### src/rtl/spi_tx_scheduler.sv
// Round-robin arbiter that hands one requester word at a time to a shared SPI master,
// tracks the frame through chip-select and enforces a guard gap before the next grant.
module spi_tx_scheduler #(
    parameter int NREQ       = 4,
    parameter int DW         = 12,
    parameter int TIMEOUT    = 2048,
    parameter int GAP_CYCLES = 32
) (
    input  logic                      clk,
    input  logic                      rst,
    input  logic [NREQ-1:0]           req_valid,
    input  logic [NREQ*DW-1:0]        req_data,
    output logic [NREQ-1:0]           req_ready,
    output logic                      spi_newd,
    output logic [DW-1:0]             spi_din,
    input  logic                      spi_cs,
    output logic                      busy,
    output logic                      done,
    output logic [$clog2(NREQ)-1:0]   done_id,
    output logic                      err
);

    localparam int IDW     = $clog2(NREQ);
    localparam int CNT_MAX = (TIMEOUT > GAP_CYCLES) ? TIMEOUT : GAP_CYCLES;
    localparam int CW      = $clog2(CNT_MAX + 1);
    localparam logic [CW-1:0] CNT_ONE  = {{(CW-1){1'b0}}, 1'b1};
    localparam logic [CW-1:0] TO_LAST  = CW'(TIMEOUT - 1);
    localparam logic [CW-1:0] GAP_LAST = (GAP_CYCLES > 0) ? CW'(GAP_CYCLES - 1) : '0;

    typedef enum logic [1:0] {
        ST_IDLE      = 2'd0,
        ST_ISSUE     = 2'd1,
        ST_WAIT_DONE = 2'd2,
        ST_GAP       = 2'd3
    } state_t;

    state_t            state_r, state_nxt_s;
    logic [CW-1:0]     cnt_r, cnt_nxt_s;
    logic [IDW-1:0]    last_grant_r, last_nxt_s;
    logic              spi_newd_r, newd_nxt_s;
    logic [DW-1:0]     spi_din_r, din_nxt_s;
    logic              busy_r, busy_nxt_s;
    logic              done_r, done_nxt_s;
    logic [IDW-1:0]    done_id_r, id_nxt_s;
    logic              err_r, err_nxt_s;
    logic [IDW:0]      pick_s;
    logic              grant_vld_s;
    logic [IDW-1:0]    grant_s;
    logic [NREQ-1:0]   ready_s;

    // Result MSB flags a hit; the lowest offset after the last grant wins, so scan downward.
    function automatic logic [IDW:0] rr_pick(input logic [NREQ-1:0] valid,
                                             input logic [IDW-1:0] last);
        logic [IDW:0] res;
        int           idx;
        res = '0;
        for (int k = NREQ; k >= 1; k--) begin
            idx = (int'(last) + k) % NREQ;
            if (valid[idx]) begin
                res = {1'b1, idx[IDW-1:0]};
            end else begin
                res = res;
            end
        end
        return res;
    endfunction

    // Next-state, grant and output-register computation.
    always_comb begin
        pick_s      = rr_pick(req_valid, last_grant_r);
        grant_vld_s = pick_s[IDW];
        grant_s     = pick_s[IDW-1:0];
        state_nxt_s = state_r;
        cnt_nxt_s   = cnt_r;
        last_nxt_s  = last_grant_r;
        newd_nxt_s  = 1'b0;
        din_nxt_s   = spi_din_r;
        id_nxt_s    = done_id_r;
        done_nxt_s  = 1'b0;
        err_nxt_s   = 1'b0;
        ready_s     = '0;
        case (state_r)
            ST_IDLE: begin
                if (grant_vld_s) begin
                    ready_s[grant_s] = 1'b1;
                    din_nxt_s        = req_data[grant_s*DW +: DW];
                    id_nxt_s         = grant_s;
                    last_nxt_s       = grant_s;
                    newd_nxt_s       = 1'b1;
                    cnt_nxt_s        = '0;
                    state_nxt_s      = ST_ISSUE;
                end else begin
                    state_nxt_s = ST_IDLE;
                end
            end
            ST_ISSUE: begin
                // A falling cs takes precedence over a timeout landing on the same cycle.
                if (!spi_cs) begin
                    cnt_nxt_s   = '0;
                    state_nxt_s = ST_WAIT_DONE;
                end else if (cnt_r == TO_LAST) begin
                    err_nxt_s   = 1'b1;
                    cnt_nxt_s   = '0;
                    state_nxt_s = ST_IDLE;
                end else begin
                    newd_nxt_s = 1'b1;
                    cnt_nxt_s  = cnt_r + CNT_ONE;
                end
            end
            ST_WAIT_DONE: begin
                if (spi_cs) begin
                    done_nxt_s  = 1'b1;
                    cnt_nxt_s   = '0;
                    state_nxt_s = (GAP_CYCLES == 0) ? ST_IDLE : ST_GAP;
                end else begin
                    state_nxt_s = ST_WAIT_DONE;
                end
            end
            ST_GAP: begin
                if (cnt_r == GAP_LAST) begin
                    cnt_nxt_s   = '0;
                    state_nxt_s = ST_IDLE;
                end else begin
                    cnt_nxt_s = cnt_r + CNT_ONE;
                end
            end
            default: begin
                cnt_nxt_s   = '0;
                state_nxt_s = ST_IDLE;
            end
        endcase
        busy_nxt_s = (state_nxt_s != ST_IDLE);
    end

    // State and registered outputs with synchronous reset.
    always_ff @(posedge clk) begin
        if (rst) begin
            state_r      <= ST_IDLE;
            cnt_r        <= '0;
            last_grant_r <= IDW'(NREQ - 1);
            spi_newd_r   <= 1'b0;
            spi_din_r    <= '0;
            busy_r       <= 1'b0;
            done_r       <= 1'b0;
            done_id_r    <= '0;
            err_r        <= 1'b0;
        end else begin
            state_r      <= state_nxt_s;
            cnt_r        <= cnt_nxt_s;
            last_grant_r <= last_nxt_s;
            spi_newd_r   <= newd_nxt_s;
            spi_din_r    <= din_nxt_s;
            busy_r       <= busy_nxt_s;
            done_r       <= done_nxt_s;
            done_id_r    <= id_nxt_s;
            err_r        <= err_nxt_s;
        end
    end

    assign req_ready = ready_s;
    assign spi_newd  = spi_newd_r;
    assign spi_din   = spi_din_r;
    assign busy      = busy_r;
    assign done      = done_r;
    assign done_id   = done_id_r;
    assign err       = err_r;

endmodule

### config.mk
export PLATFORM = sky130hd
export DESIGN_NAME = spi_tx_scheduler
export DESIGN_NICKNAME = d
export VERILOG_FILES = /design/src/rtl/spi_tx_scheduler.sv
export SDC_FILE = /design/constraint.sdc
export NUM_CORES = 1
export LEC_CHECK = 0
export ABC_AREA = 1
export CAP_MARGIN = 10
export CORE_MARGIN = 2
export CORE_UTILIZATION = 51
export DETAILED_ROUTE_END_ITERATION = 10
export HOLD_SLACK_MARGIN = 0.02
export PLACE_DENSITY = 0.87
export SYNTH_ARGS = -nofsm -noshare
export SYNTH_HDL_FRONTEND = slang
export SYNTH_SLANG_ARGS = --single-unit
### constraint.sdc
create_clock -name clk -period 3.9 [get_ports clk]
set_clock_uncertainty 0.15 [all_clocks]
set_input_delay 0.585 -clock clk [delete_from_list [all_inputs] [get_ports clk]]
set_output_delay 0.585 -clock clk [all_outputs]
set_load 0.02 [all_outputs]
==> flow_metrics.tcl <==
set metrics [dict create \
    status "finished clean" \
    worst_ep_arrival_time_ps 2910 \
    synth.avg_cell_area_um2 6.019 \
    critPathLaunchType "input pin" \
    dp_hpwl_mm 5.016 \
    initial_core_util 0.5221 \
    wire_per_inst_um 12.25 \
    drt-pass1-iter-count 6 \
    crit_chain "clkdlybuf4s50_1, inv_1, o21ai_2, nand2_1, nand2_2, nand2_4, nand2_4, nand2_4, nand2_4, nand2_1, nor2_1, clkdlybuf4s50_1" \
    clockBufferDepth 2 \
    reg2reg_from "last_grant_r[0]" \
    die_area_um2 5374 \
    grt_pass1_wl_mm 10.69 \
    die_y_um 73.31 \
    holdBufCountCts 0 \
    clk_latency_ps 290 \
    path_max_fanout 26 \
    antenna_found_initial 0 \
    multiInputGateArea_um2 1295 \
    drc 0 \
    gp_congestion 0.9229 \
    io_pins 77 \
    htreeDepth 2 \
    synth_seq_cells 34 \
    cts.repair.resized 0 \
    cpMaxStageDelayCell "clkdlybuf4s50_1" \
    grt_pass1_vias 2490 \
    drt_iter0_markers 199 \
    min_period_ps 3643 \
    wirelength_mm 6.530 \
    syn2layout_area_growth_pct 34.47 \
    yosys_warnings 0 \
    seq_area_frac_synth 0.2778 \
    syn_nets 463 \
    reg2reg_depth 11 \
    port_buffers 76 \
    cts_root_buffer "clkbuf_8" \
    via_count 2768 \
    drive_gt1_frac 0.08768 \
    r2r-end "cnt_r[9]" \
    dp.cells 525 \
    dieWidth_um 73.31 \
    synth_cell_types 31 \
    fin_crit_sh 0.9340 \
    diodes 0 \
    seq_area_um2 680.7 \
    finalHoldViolCount 0 \
    finalSetupViolCount 0 \
    vdd_drop_max_mv 0.3582 \
    via_per_inst 5.193 \
    relSlewSlack 0.4535 \
    numClockSinks 34 \
    core_area_um2 4692 \
    syn_area_um2 2450 \
    grt_max_degree 27 \
    grt_util_all_layers 0.2545 \
    rsz0062_at_grt "false" \
    syn-instance-count 407 \
    clkTransAtPathRegs_ps 70 \
    critical_path_class "input pin to output pin" \
    crit_path_max_incr_delay_ps 620 \
    cts_setup_buffers 0 \
    grt_overflow 0 \
    layout_common_cells "95 x inv_1, 87 x nand3_1, 76 x clkdlybuf4s50_1" \
    final_common_cell "inv_1" \
    maxSlewViolCount 0 \
    cts_made_buffers 5 \
    worstHoldEndpoint "cnt_r[1]" \
    whs_path_depth 2 \
    layout.nets 534 \
    drtAntennaViolNets 0 \
    power_density_nw_per_um2 701.9 \
    fmax_mhz 274.5 \
    p_leak_nw 1.720 \
    num_rows 25 \
    postPlaceCellArea_um2 3203 \
    tritoncts "built" \
    cp-end-kind "output pin" \
    holdCritStartpoint "cnt_r[1]" \
    cpMostUsedCell "nand2_4" \
    rrSetupSlack_ps 1550 \
    nFillCells 414 \
    setup_tns_ps 0 \
    drv_cap 0 \
    hp-class "flip-flop to flip-flop" \
    final_cells 533 \
    postLayoutCellArea_um2 3294 \
    tightest_slew_ps 817.1 \
    cp.required_ps 3160 \
]
[report_power, final]
part	internal [mW]	total [mW]	switching, mW
clock network	0.142	0.268	0.126
logic	0.578	1.55	0.969
registers	0.429	0.497	0.0681
[cell type report]
class,count,area share
multi-input combinational,259,0.3931
tap,54,0.02051
clock buffer,7,0.02621
clock inverter,1,0.001519
inverter,99,0.1143
timing repair buffer,79,0.2378
sequential,34,0.2066
[metrics by stage]
| step | utilization | power, mW | setup WS [ps] | hold WS [ps] |
|---|---|---|---|---|
| 2_1_floorplan | - | 1.663 | 1438 | 308.6 |
| 3_3_place_gp | 0.6827 | 2.004 | 353.7 | 324.3 |
| 3_5_place_dp | 0.6827 | 2.041 | 255.6 | 335.4 |
| 4_1_cts | 0.7021 | 2.317 | 248.9 | 349.1 |
| 5_1_grt | 0.7021 | 2.511 | 62.70 | 379.3 |
| 6_report | 0.7021 | 2.312 | 257.4 | 345.3 |
[critical path: cells and delay by family]
family	cells	cell delay [ps]
compound gates	1	170
buf+inv	3	1120
simple gates	8	1020
[state kept, by name, summed over array words and instances (netlist names)]
name / cells
busy: 1
cnt_r: 12
done: 1
done_id: 2
err: 1
last_grant_r: 2
spi_din: 12
spi_newd: 1
state_r: 2
[kinds of logic (layout without fill, tap and decap cells)]
| kind of cell | count (synthesis) | in the layout | synth area share |
|---|---|---|---|
| compound gates | 28 | 28 | 0.07354 |
| xor+xnor | 2 | 2 | 0.007151 |
| simple gates | 228 | 228 | 0.4418 |
| flops | 34 | 34 | 0.2778 |
| buf+inv | 114 | 186 | 0.1946 |
| fa+ha+maj | 1 | 1 | 0.005106 |
[cells in the mapped netlist]
library cell,count,area share
inv_1,95,0.15
nand3_1,87,0.18
nand2_1,62,0.095
nor2_1,45,0.069
dfxtp_1,34,0.28
nand2_2,19,0.049
a21oi_1,7,0.014
o21ai_0,7,0.014
buf_2,5,0.010
buf_4,4,0.012
nand2_4,4,0.018
nor3_1,4,0.0082
buf_6,3,0.014
clkbuf_1,3,0.0046
inv_2,3,0.0046
nand4_1,3,0.0077
o211ai_1,3,0.0092
o31ai_1,3,0.0092
o2111ai_1,2,0.0072
o21ai_2,2,0.0072
xor2_1,2,0.0072
a211oi_1,1,0.0031
ha_1,1,0.0051
inv_6,1,0.0036
nand3_4,1,0.0072
nor3b_2,1,0.0051
nor4_1,1,0.0026
o211a_1,1,0.0041
o21ai_1,1,0.0020
o21bai_1,1,0.0031
or2_1,1,0.0026
[worst max-delay path by stage]
| stage | depth (start not counted) | from | slack, ps | to |
|---|---|---|---|---|
| finish | 12 | req_valid[3] | 260 | req_ready[2] |
| global route | 12 | req_valid[3] | 60 | req_ready[0] |
| CTS | 12 | req_valid[3] | 250 | req_ready[2] |
| detailed placement | 12 | req_valid[3] | 260 | req_ready[2] |
| global placement | 12 | req_valid[3] | 350 | req_ready[2] |
| floorplan | 12 | req_valid[3] | 1440 | req_ready[0] |
[metal layers]
metal	up-vias	track usage	wire length [µm]
li1	1401	-	-
met4	0	0.09697	202
met1	1229	0.3172	2708
met5	-	0	0
met2	116	0.4294	3237
met3	22	0.05487	381
(Power assumes the default switching activity.)
